<file path="config.mk">
export PLATFORM = sky130hd
export DESIGN_NAME = ahb_interconnect_n
export DESIGN_NICKNAME = d
export VERILOG_FILES = /design/src/rtl/ahb_interconnect_n.sv
export SDC_FILE = /design/constraint.sdc
export NUM_CORES = 1
export LEC_CHECK = 0
export CORE_AREA = 2 2 192 194
export CTS_CLUSTER_SIZE = 12
export DETAILED_ROUTE_END_ITERATION = 8
export DIE_AREA = 0 0 194 196
export PLACE_DENSITY_LB_ADDON = 0.05
export SLEW_MARGIN = 20
export SYNTH_ARGS = -nofsm -noshare
export SYNTH_HDL_FRONTEND = slang
export SYNTH_SLANG_ARGS = --single-unit
</file>
<file path="constraint.sdc">
create_clock -name clk -period 4.62 [get_ports clk]
set_clock_uncertainty 0.15 [all_clocks]
set_input_delay 0.693 -clock clk [delete_from_list [all_inputs] [get_ports clk]]
set_output_delay 0.693 -clock clk [all_outputs]
set_load 0.02 [all_outputs]
</file>
<file path="src/rtl/ahb_interconnect_n.sv">
// AHB-Lite 1:N interconnect: address decode, per-subordinate htrans qualification,
// data-phase response mux and a built-in error subordinate with logging.

module ahb_ic_slice (
  input  logic        resetn,
  input  logic        hit,
  input  logic        sel,
  input  logic        up_hready,
  input  logic [1:0]  up_htrans,
  input  logic        sub_hready,
  input  logic        sub_hresp,
  input  logic [31:0] sub_hrdata,
  output logic [1:0]  sub_htrans,
  output logic        rdy_g,
  output logic        rsp_g,
  output logic [31:0] rd_g
);
  // A stalled data phase elsewhere must never let this subordinate see a transfer.
  assign sub_htrans = (resetn && hit && up_hready) ? up_htrans : 2'b00;
  assign rdy_g      = sel & sub_hready;
  assign rsp_g      = sel & sub_hresp;
  assign rd_g       = sel ? sub_hrdata : 32'h0;
endmodule

module ahb_interconnect_n #(
  parameter int          NUM_SUB     = 3,
  parameter int          SEL_LSB     = 12,
  parameter int          SEL_W       = 3,
  parameter logic [31:0] REGION_BASE = 32'h0,
  parameter int          ERR_CNT_W   = 8
) (
  input  logic                          clk,
  input  logic                          resetn,
  input  logic [31:0]                   ahb_s0_haddr_i,
  input  logic                          ahb_s0_hwrite_i,
  input  logic [2:0]                    ahb_s0_hsize_i,
  input  logic [2:0]                    ahb_s0_hburst_i,
  input  logic [3:0]                    ahb_s0_hprot_i,
  input  logic [1:0]                    ahb_s0_htrans_i,
  input  logic                          ahb_s0_hmastlock_i,
  input  logic [31:0]                   ahb_s0_hwdata_i,
  output logic                          ahb_s0_hready_o,
  output logic                          ahb_s0_hresp_o,
  output logic [31:0]                   ahb_s0_hrdata_o,
  output logic [NUM_SUB-1:0][31:0]      ahb_m_haddr_o,
  output logic [NUM_SUB-1:0]            ahb_m_hwrite_o,
  output logic [NUM_SUB-1:0][2:0]       ahb_m_hsize_o,
  output logic [NUM_SUB-1:0][2:0]       ahb_m_hburst_o,
  output logic [NUM_SUB-1:0][3:0]       ahb_m_hprot_o,
  output logic [NUM_SUB-1:0]            ahb_m_hmastlock_o,
  output logic [NUM_SUB-1:0][31:0]      ahb_m_hwdata_o,
  output logic [NUM_SUB-1:0][1:0]       ahb_m_htrans_o,
  input  logic [NUM_SUB-1:0]            ahb_m_hready_i,
  input  logic [NUM_SUB-1:0]            ahb_m_hresp_i,
  input  logic [NUM_SUB-1:0][31:0]      ahb_m_hrdata_i,
  output logic [31:0]                   err_addr_o,
  output logic [ERR_CNT_W-1:0]          err_cnt_o,
  output logic                          err_irq_o
);
  localparam int HI   = SEL_LSB + SEL_W;
  localparam int HI_W = 32 - HI;
  localparam logic [HI_W-1:0] BASE_HI = REGION_BASE[HI_W-1:0];

  typedef enum logic [1:0] {DS_IDLE, DS_ERR1, DS_ERR2} ds_t;

  ds_t                      ds_q, ds_d;
  logic [SEL_W-1:0]         idx;
  logic                     region_ok, mapped, accept, unmapped_acc;
  logic [NUM_SUB-1:0]       hit, dsel_sub, rdy_g, rsp_g;
  logic [NUM_SUB-1:0][31:0] rd_g;
  logic                     dsel_def;
  logic                     ds_hready, ds_hresp;
  logic                     mux_hready, mux_hresp;
  logic [31:0]              mux_hrdata;

  assign idx          = ahb_s0_haddr_i[HI-1:SEL_LSB];
  assign region_ok    = (ahb_s0_haddr_i[31:HI] == BASE_HI);
  assign mapped       = |hit;
  assign accept       = ahb_s0_hready_o & ahb_s0_htrans_i[1];
  assign unmapped_acc = accept & ~mapped;

  genvar k;
  generate
    for (k = 0; k < NUM_SUB; k++) begin : g_sub
      assign hit[k]               = region_ok && (idx == SEL_W'(k));
      assign ahb_m_haddr_o[k]     = ahb_s0_haddr_i;
      assign ahb_m_hwrite_o[k]    = ahb_s0_hwrite_i;
      assign ahb_m_hsize_o[k]     = ahb_s0_hsize_i;
      assign ahb_m_hburst_o[k]    = ahb_s0_hburst_i;
      assign ahb_m_hprot_o[k]     = ahb_s0_hprot_i;
      assign ahb_m_hmastlock_o[k] = ahb_s0_hmastlock_i;
      assign ahb_m_hwdata_o[k]    = ahb_s0_hwdata_i;
      ahb_ic_slice u_slice (
        .resetn     (resetn),
        .hit        (hit[k]),
        .sel        (dsel_sub[k]),
        .up_hready  (ahb_s0_hready_o),
        .up_htrans  (ahb_s0_htrans_i),
        .sub_hready (ahb_m_hready_i[k]),
        .sub_hresp  (ahb_m_hresp_i[k]),
        .sub_hrdata (ahb_m_hrdata_i[k]),
        .sub_htrans (ahb_m_htrans_o[k]),
        .rdy_g      (rdy_g[k]),
        .rsp_g      (rsp_g[k]),
        .rd_g       (rd_g[k])
      );
    end
  endgenerate

  // Data-phase owner: one-hot subordinate select, or the error subordinate, or none.
  always_ff @(posedge clk or negedge resetn) begin
    if (!resetn) begin
      dsel_sub <= '0;
      dsel_def <= 1'b0;
    end else if (ahb_s0_hready_o) begin
      dsel_sub <= accept ? hit : '0;
      dsel_def <= unmapped_acc;
    end
  end

  always_ff @(posedge clk or negedge resetn) begin
    if (!resetn) ds_q <= DS_IDLE;
    else         ds_q <= ds_d;
  end

  always_comb begin
    ds_d      = ds_q;
    ds_hready = 1'b1;
    ds_hresp  = 1'b0;
    case (ds_q)
      DS_IDLE: if (unmapped_acc) ds_d = DS_ERR1;
      DS_ERR1: begin
        ds_hready = 1'b0;
        ds_hresp  = 1'b1;
        ds_d      = DS_ERR2;
      end
      DS_ERR2: begin
        ds_hresp = 1'b1;
        ds_d     = unmapped_acc ? DS_ERR1 : DS_IDLE;
      end
      default: ds_d = DS_IDLE;
    endcase
  end

  always_comb begin
    mux_hready = 1'b0;
    mux_hresp  = 1'b0;
    mux_hrdata = 32'h0;
    for (int i = 0; i < NUM_SUB; i++) begin
      mux_hready = mux_hready | rdy_g[i];
      mux_hresp  = mux_hresp  | rsp_g[i];
      mux_hrdata = mux_hrdata | rd_g[i];
    end
  end

  always_comb begin
    ahb_s0_hready_o = 1'b1;
    ahb_s0_hresp_o  = 1'b0;
    ahb_s0_hrdata_o = 32'h0;
    if (dsel_def) begin
      ahb_s0_hready_o = ds_hready;
      ahb_s0_hresp_o  = ds_hresp;
    end else if (|dsel_sub) begin
      ahb_s0_hready_o = mux_hready;
      ahb_s0_hresp_o  = mux_hresp;
      ahb_s0_hrdata_o = mux_hrdata;
    end
  end

  always_ff @(posedge clk or negedge resetn) begin
    if (!resetn) begin
      err_addr_o <= 32'h0;
      err_cnt_o  <= '0;
      err_irq_o  <= 1'b0;
    end else begin
      err_irq_o <= unmapped_acc;
      if (unmapped_acc) begin
        err_addr_o <= ahb_s0_haddr_i;
        if (err_cnt_o != '1) err_cnt_o <= err_cnt_o + 1'b1;
      end
    end
  end
endmodule

</file>
# Word-level counts from Yosys, hierarchy flattened
# Index checks and enable logic that the tools add are counted.
# totals
reg_bits	47
out_inout_bits	309
in_bits	182
# classes
add_sub_neg	1
bitwise	15
mux	18
n_reduce_logical	16
eq_ne	6
# ops
operator	n
$mux W32	5
$or A32 B32 Y32	2
$logic_not A17 Y1	1
$logic_and A1 B1 Y1	9
$add A8 B1 Y8 const B	1
$and A1 B1 Y1	8
$mux W2	4
$ne A8 B8 Y1 const B	1
$mux W1	7
$pmux W2 S3	1
$reduce_or A3 Y1	2
$or A1 B1 Y1	4
$eq A3 B1 Y1 const B	1
$eq A3 B2 Y1 const B	1
$logic_not A3 Y1	1
$mux W3	1
$eq A2 B1 Y1 const B	1
$eq A2 B2 Y1 const B	1
$logic_not A2 Y1	1
$ne A2 B2 Y1 const B	1
$reduce_and A2 Y1	1
$reduce_or A2 Y1	1
$not A1 Y1	1

# Longest topological paths before layout
# Gate-level depths: netlist (run 1).
# logic_depth
depth_word	9
ltp_mapped	8

# Hierarchy
# Synthesis (run 1) repeated with hierarchy kept, for this count alone.
# hier_totals
hier_cells	573
hier_area_um2	4949.7
# by_module_without_submodules
mod	area_each_um2	n_inst	cells_per_inst
ahb_interconnect_n	4086.4	1	456
ahb_ic_slice	287.8	3	39

# Worst setup path before layout (run 1)
# Ideal clock, no wire load.
# synth_timing
kind	input to output
start	input port ahb_s0_haddr_i[28]
end	output port ahb_m_htrans_o[0] (netlist name)
arrival_time_ns	2.073
path_slack_ns	1.704
stages	5
path_cell_list	nor4_1 nand3_1 nor2_1 nand4_1 nor3_1
# synth_lines
item	line	rtl
start, declared	34	input logic [31:0] ahb_s0_haddr_i,
end, declared	52	output logic [NUM_SUB-1:0][1:0] ahb_m_htrans_o,

==> impl_metrics.toml, run 1 <==
[global_routing]
grt_pass1_wl_um = 25800
grtUsageTotal_pct = 9.08
gr-total-overflow = 0
grt_max_degree = 36
antenna_found_initial = 1
grt_pass1_vias = 3745

[drt]
wire_per_inst_um = 17.6
top_layer = "met4"
wl_met2_um = 9490
drc = 0
routed_wl_um = 18200
vias = 3529
drt_iter0_drc = 302
route.met3.wl_um = 1630
viasPerCell = 3.41
firstDrtPassIters = 8
antenna_left = 0
drt-met1-wl_um = 6870

[sta]
maxSlewViolCount = 0
slew_headroom_pct = 49.0
hold_slack_ps = 144
worstMarginPinSlew_ps = 763
tns_ps = 0
hold_violations = 0
finalSetupViolations = 0
period_share_pct = 82.8
rsz0062_at_grt = "false"
max_freq_ghz = 0.261
min_period_ps = 3820

[job]
timing.max_cap.violations = 0

[cells_and_area]
drive_gt1_share_pct = 10.9
seqCellArea_um2 = 1180
area_growth_pct = 49.3
multi_input_area_um2 = 1360
nNetsFinal = 753
fillers = 3987

[die]
chipHeight_um = 196
design.core.area_um2 = 36100
dieArea_um2 = 38000
io_pins = 491
die_w_um = 194
row_count = 70
start_util_pct = 12.1

[synthesis]
syn-cell-area_um2 = 4380
yosysTopAreaCell = "buf_4"
synth_cell_type_count = 36
synth_area_leaders = "buf_4, dfrtp_1, mux2_2"
syn_nets = 667
yosysMostFrequentCell = "buf_4"
synth_common_cells = "buf_4, dfrtp_1, nor2_1, a222oi_1, mux2_2"
synth_edf_count = 0
seq_area_frac_synth_pct = 26.9
avgSynthCellArea_um2 = 9.12
ys_ff_latch = 47
netlist.area_leader.share_pct = 39.1
ys.flop_type = "dfrtp_1"
postSynth.asyncResetShare_pct = 100
ys_warn_count = 0
netlist_instances = 480

[clock_tree]
clk_pin_slew_ps = 70
htreeDepth = 2
root_buffer = "clkbuf_16"
ctsHoldBuffers = 0
ctsResizeCount = 0
cts_tree = "done"
cts_setup_buffers = 0
clock_sinks = 47
ctsLongestPathBuffers = 2
numCtsBuffers = 5
worstSkewPairLatency_ps = 290

[placed_design]
hpwl_um = 14400
gp_congestion = 0.743
port_buffers = 314

[setup_path]
startpoint_type = "input port"
rrSetupSlack_ps = 1940
cp_data_arrival_time_ps = 2980
critPathCaptureType = "primary output"
worstPathRequired_ps = 3780
critical_path_class = "in -> out"
cp_max_fo = 5

[power]
p_per_area_nw_per_um2 = 303
p_total_mw = 1.98
leakagePower_nw = 2.29
max-vdd-ir-drop_mv = 0.174

[run_status]
status = "finished clean"

[min_path]
min_path_type = "in -> async"
-- metal layers --
layer / GRT usage, % / up-vias
li1: - / 1599
met1: 10.4 / 1689
met2: 16.2 / 220
met3: 2.96 / 21
met4: 2.44 / 0
met5: 0 / -
-- report_power, final --
part | internal [mW] | total [mW] | switching [mW]
Sequential | 0.530 | 0.617 | 0.0866
Combinational | 0.517 | 0.988 | 0.471
Clock | 0.201 | 0.373 | 0.172
Total | 1.25 | 1.98 | 0.730
-- cell families (layout without fill, tap and decap cells) --
| kind of cell | Yosys count | after routing | synth area share, % |
|---|---|---|---|
| multiplexers | 33 | 33 | 8.58 |
| buffers and inverters | 253 | 340 | 42.1 |
| flip-flops | 47 | 47 | 26.9 |
| adder cells (fa/ha/maj) | 5 | 5 | 1.43 |
| other | 0 | 1 | 0 |
| AO/OA/AOI/OAI | 50 | 50 | 11.2 |
| AND/OR/NAND/NOR | 87 | 87 | 8.78 |
| XOR/XNOR | 5 | 5 | 1.00 |
-- placed cells by master (no fill, tap or decap), drive strengths merged, types with 2 or more instances in the layout --
cell type      netlist  routed
a222oi              34      34
and3                 2       2
buf                233      13
clkbuf              14       6
clkdlybuf4s50        0     313
dfrtp               47      47
ha                   5       5
inv                  6       6
mux2                33      33
nand2               20      20
nand2b               2       2
nand3               11      11
nor2                42      42
nor3                 3       3
nor4                 4       4
o21ai                5       5
xnor2                5       5
-- sequential cells by signal, summed over array words and instances, names as in the netlist --
| signal | flops |
|---|---|
| ds_q | 2 |
| dsel_def | 1 |
| dsel_sub | 3 |
| err_addr_o | 32 |
| err_cnt_o | 8 |
| err_irq_o | 1 |
-- worst paths after layout --
check,start,end,depth (start not counted)
max,ahb_s0_haddr_i[20],ahb_m_htrans_o[0],7
min,resetn,err_addr_o[13],1
min reg2reg,err_addr_o[19],err_addr_o[19],1
max reg2reg,dsel_sub[0],err_addr_o[21],7
min in group clk,err_addr_o[19],err_addr_o[19],1
max in group asynchronous,resetn,err_cnt_o[4],2
-- critical path, cell delays in order --
cell and delay (ps):
clkdlybuf4s50_1 490, nor4_1 320, nand3_1 240, nor2_1 240, nand4_1 180, nor3_1 180, clkdlybuf4s50_1 630
-- final cells by class --
type,count,area share [%]
Multi-Input combinational cell,180,20.8
Clock buffer,6,1.97
Clock inverter,2,0.191
Sequential cell,47,18.0
Antenna cell,1,0.0383
Timing Repair Buffer,326,49.7
Tap cell,468,8.96
Inverter,6,0.345
-- stage by stage --
stage / utilization, % / cell area (um^2) / setup WS [ps] / cells
final: 18.1 / 6530 / 796 / 1036
after global routing: 18.1 / 6530 / 542 / 1035
after CTS: 18.0 / 6500 / 770 / 1034
after detailed placement: 17.6 / 6360 / 784 / 1026
after global placement: 17.6 / 6360 / 699 / 1026
after floorplan: - / 4380 / 1700 / 480
Note: power is estimated with default switching activity, not from simulation.
==> run 2: changes to the inputs <==
- CORE_AREA: 2 2 192 194 -> 2 2 188 190
- DIE_AREA: 0 0 194 196 -> 0 0 190 192
- clock period: 4.62 -> 3.1 ns (I/O delays scaled with it)
==> impl_metrics.toml, run 2 (synthesis gave the netlist of run 1 again) <==
[setup_path]
rrSetupSlack_ps = 800
startpoint_type = "input port"
critPathCaptureType = "primary output"
cp_max_fo = 3
cp_data_arrival_time_ps = 2300
worstPathRequired_ps = 2480
critical_path_class = "in -> out"

[run_status]
status = "finished clean"

[placed_design]
hpwl_um = 14200
gp_congestion = 0.701
port_buffers = 314
placed_cell_area_um2 = 6590
pre_cts_ws_ps = -353

[drt]
viasPerCell = 3.43
firstDrtPassIters = 5
antenna_left = 0
wire_per_inst_um = 16.4
drc = 0
vias = 3617
routed_wl_um = 17300
drt_iter0_drc = 189

[sta]
max_freq_ghz = 0.343
tns_ps = 0
period_share_pct = 94.1
rsz0062_at_grt = "true"
slew_headroom_pct = 63.0
min_period_ps = 2920
fin_ws_ps = 182
worstMarginPinSlew_ps = 555
hold_violations = 0
finalSetupViolations = 0
maxSlewViolCount = 0

[global_routing]
gr-total-overflow = 0
grtUsageTotal_pct = 8.93
grt_max_degree = 39
antenna_found_initial = 0
grt_pass1_wl_um = 24400
grt_pass1_vias = 3838

[power]
p_sw_mw = 1.09
p_int_mw = 1.89
leakagePower_nw = 2.45
comb_power_share_pct = 49.7
pwr-share-seq_pct = 30.6
clkPwrFrac_pct = 19.7
max-vdd-ir-drop_mv = 0.191
sw_frac_of_total_pct = 36.6
p_per_area_nw_per_um2 = 443

[clock_tree]
cts_setup_buffers = 0
cts_tree = "done"
worstSkewPairLatency_ps = 300
clock_sinks = 47
htreeDepth = 2
clk_pin_slew_ps = 70
root_buffer = "clkbuf_16"
numCtsBuffers = 5
ctsLongestPathBuffers = 2

[job]
timing.max_cap.violations = 0

[cells_and_area]
nNetsFinal = 784
reg_top3 = "err_addr_o x32, err_cnt_o x8, dsel_sub x3"
area_growth_pct = 54.3
diodes = 0
fillers = 3771
utilization_pct = 19.7
final_cell_mix = "clkdlybuf4s50_1, dfrtp_1, nor2_1, buf_4, a222oi_1"
multi_input_area_um2 = 1380
final_common_cell = "clkdlybuf4s50_1"
largest_reg_flops = 32
stdcell_area_um2 = 6750
top_register = "err_addr_o"
drive_gt1_share_pct = 17.4
seqCellArea_um2 = 1180

[die]
design.core.area_um2 = 34300
io_pins = 491
chipHeight_um = 192
die_w_um = 190
start_util_pct = 12.8
row_count = 68
dieArea_um2 = 36500

[min_path]
min_path_type = "reg -> reg"
## run 2: cell types whose count changed in the layout (fill, tap and decap cells not counted), moves of 3 or more
cell,previous run,this run
clkdlybuf4s50_1,313,306
clkbuf_2,0,3
buf_2,1,4
buf_4,11,41
## run 2: area by class of cell
| cell class | count | area share, % |
|---|---|---|
| repair buffers | 357 | 51.1 |
| multi-input cells | 180 | 20.5 |
| flip-flops and latches | 47 | 17.4 |
| well taps | 455 | 8.43 |
| clock buffers | 5 | 1.85 |
| clock inverters | 3 | 0.408 |
| inverters | 6 | 0.334 |
## run 2: final timing paths
| check | startpoint | end | depth (start not counted) |
|---|---|---|---|
| max | ahb_s0_haddr_i[25] | ahb_m_htrans_o[2] | 9 |
| min | err_addr_o[7] | err_addr_o[7] | 1 |
| max reg2reg | ds_q[1] | err_cnt_o[7] | 9 |
| min reg2reg | err_addr_o[7] | err_addr_o[7] | 1 |
| max in group asynchronous | resetn | err_addr_o[8] | 3 |
| min in group asynchronous | resetn | err_addr_o[10] | 2 |
## run 2: timing repair
item	in CTS	in global routing
pin swaps	0	2
hold endpoints to repair	9	0
cloned	0	0
gates resized for setup	16	13
setup endpoints to repair	6	7
hold buffers	1	0
## run 2: power groups by stage
stage,logic [mW],registers [mW],clock network [mW]
floorplan,0.795,1.11,0
global placement,1.52,0.929,0
detailed placement,1.52,0.929,0
CTS,1.52,0.920,0.636
global route,1.59,0.946,0.647
finish,1.49,0.915,0.588
## run 2: metrics by stage
step / hold WS, ps / instances / total power, mW
finish: 357 / 1053 / 2.99
global route: 377 / 1053 / 3.18
CTS: 360 / 1053 / 3.08
detailed placement: 224 / 1044 / 2.45
global placement: 222 / 1044 / 2.45
floorplan: 19.4 / 480 / 1.91
## run 2: critical path, cell delays in order
cell and delay, ps:
clkdlybuf4s50_1 460, nor4_2 320, buf_4 160, nand2_1 100
nor2_2 150, buf_4 140, nand4_1 170, nor2_1 160
buf_2 180
## run 2: layer usage
| metal | vias up | track usage, % | part of all wire, % |
|---|---|---|---|
| met2 | 212 | 15.8 | 52 |
| met5 | - | 0 | 0 |
| met1 | 1716 | 9.90 | 37 |
| met3 | 32 | 3.18 | 9.5 |
| li1 | 1657 | - | - |
| met4 | 0 | 3.07 | 2.0 |
==> run 3: changes to the inputs <==
- ABC_AREA: not set -> 1
- CORE_AREA: 2 2 188 190 -> 2 2 189 191
- DIE_AREA: 0 0 190 192 -> 0 0 191 193
==> impl_metrics.toml, run 3 <==
[setup_path]
cp_data_arrival_time_ps = 2300
slowest_delay_ps = 460
cp_max_fo = 4
cp_cell_sequence = "clkdlybuf4s50_1 > inv_1 > nand3_1 > nor2_2 > nand2_1 > inv_1 > nand2_1 > inv_1 > nand3_1 > nor2_1 > clkdlybuf4s15_1"
worstPathRequired_ps = 2480
startpoint_type = "input port"
critical_path_class = "in -> out"
critPathCaptureType = "primary output"
rrSetupSlack_ps = 860
crit_top_cell = "inv_1"
slowest_stage = "clkdlybuf4s50_1"

[sta]
hold_violations = 0
slew_headroom_pct = 55.7
period_share_pct = 94.2
maxSlewViolCount = 0
max_freq_ghz = 0.343
rsz0062_at_grt = "false"
tns_ps = 0
hold_slack_ps = 209
min_period_ps = 2920
finalSetupViolations = 0
worstMarginPinSlew_ps = 664

[synthesis]
synth_area_leaders = "buf_4, dfrtp_1, nand2_1"
netlist_instances = 708
synth_common_cells = "nand2_1, buf_4, inv_1, dfrtp_1, nand3_1"
synth_cell_type_count = 27
syn-cell-area_um2 = 4850
synth_edf_count = 0
yosysTopAreaCell = "buf_4"
ys.flop_type = "dfrtp_1"
postSynth.asyncResetShare_pct = 100
seq_area_frac_synth_pct = 24.2
avgSynthCellArea_um2 = 6.85
ys_warn_count = 0
syn_nets = 895
ys_ff_latch = 47
yosysMostFrequentCell = "nand2_1"
netlist.area_leader.share_pct = 35.7

[drt]
wire_per_inst_um = 16.1
viasPerCell = 3.48
drc = 0
antenna_left = 0
drt_iter0_drc = 106
routed_wl_um = 20700
vias = 4460
firstDrtPassIters = 4

[cells_and_area]
reg_top3 = "err_addr_o x32, err_cnt_o x8, dsel_sub x3"
area_growth_pct = 48.0
final_cell_mix = "clkdlybuf4s50_1, nand2_1, inv_1, nand3_1, dfrtp_1"
drive_gt1_share_pct = 8.77
top_register = "err_addr_o"
utilization_pct = 20.5
stdcell_area_um2 = 7180
nNetsFinal = 1007
largest_reg_flops = 32
diodes = 0
final_common_cell = "clkdlybuf4s50_1"
fillers = 3946

[die]
chipHeight_um = 193
row_count = 69
die_w_um = 191
dieArea_um2 = 36900
io_pins = 491
design.core.area_um2 = 35000
start_util_pct = 13.9

[global_routing]
grtUsageTotal_pct = 10.5
antenna_found_initial = 0
grt_pass1_wl_um = 29300
grt_max_degree = 48
grt_pass1_vias = 4773
gr-total-overflow = 0

[clock_tree]
htreeDepth = 2
clk_pin_slew_ps = 70
ctsLongestPathBuffers = 2
cts_setup_buffers = 0
numCtsBuffers = 5
cts_tree = "done"
root_buffer = "clkbuf_16"
worstSkewPairLatency_ps = 290
clock_sinks = 47
ctsResizeCount = 3
ctsHoldBuffers = 0

[power]
p_per_area_nw_per_um2 = 427
leakagePower_nw = 3.31
max-vdd-ir-drop_mv = 0.302

[min_path]
min_path_type = "in -> async"

[placed_design]
port_buffers = 314
gp_congestion = 0.877
hpwl_um = 17000
placed_cell_area_um2 = 7010

[job]
timing.max_cap.violations = 0

[run_status]
status = "finished clean"
[run 3: changes by cell type after synthesis, sizes merged, moves of 4 or more]
cell,delta
mux2,-33
nand2,+236
a222oi,-34
nand3,+37
inv,+49
nor4,-4
xnor2,-4
nand4,+7
o21ai,+5
nor2,-24
buf,+5
[run 3: final timing paths]
kind / from / to / cells past startpoint
max in group asynchronous: resetn / err_addr_o[17] / 2
min reg2reg: err_addr_o[23] / err_addr_o[23] / 2
min: resetn / err_addr_o[5] / 2
min in group clk: err_addr_o[23] / err_addr_o[23] / 2
max reg2reg: dsel_sub[2] / err_addr_o[25] / 9
max: ahb_s0_haddr_i[31] / ahb_m_htrans_o[1] / 11
[run 3: stage by stage]
stage	instances	setup slack, ps	total power [mW]
3_5_place_dp	1274	-266	2.44
6_report	1282	180	3.07
4_1_cts	1282	3.36	3.15
3_3_place_gp	1274	-247	2.45
2_1_floorplan	708	780	1.92
5_1_grt	1282	16.6	3.27
[run 3: where the power goes]
part	switching [mW]	internal [mW]	total (mW)	leakage (nW)
Clock	0.261	0.407	0.667	0.0875
Combinational	0.796	0.704	1.50	2.64
Sequential	0.122	0.777	0.899	0.587
Total	1.18	1.89	3.07	3.31
[run 3: layout make-up]
type	instances	area, um^2	share of cell area, %
Clock buffer	6	139	1.93
Clock inverter	2	38.8	0.540
Inverter	55	211	2.94
Multi-Input combinational cell	356	1610	22.4
Sequential cell	47	1180	16.4
Tap cell	461	577	8.03
Timing Repair Buffer	355	3430	47.8
[run 3: kinds of logic after synthesis]
kind of cell	share of synthesized area, %
compound gates	1.86
xor+xnor	0.722
fa+ha+maj	1.29
buf+inv	42.7
flops	24.2
simple gates	29.2
[run 3: layer usage]
metal	up-vias	GRT usage (%)	part of all wire, %
met1	1987	11.3	38
met2	319	19.1	48
met4	0	2.27	1.2
li1	2138	-	-
met3	16	4.45	12
met5	-	0.133	0
[run 3: critical path: cells and delay by family]
family	cells	cell delay, ps
buf+inv	5	1090
simple gates	6	740
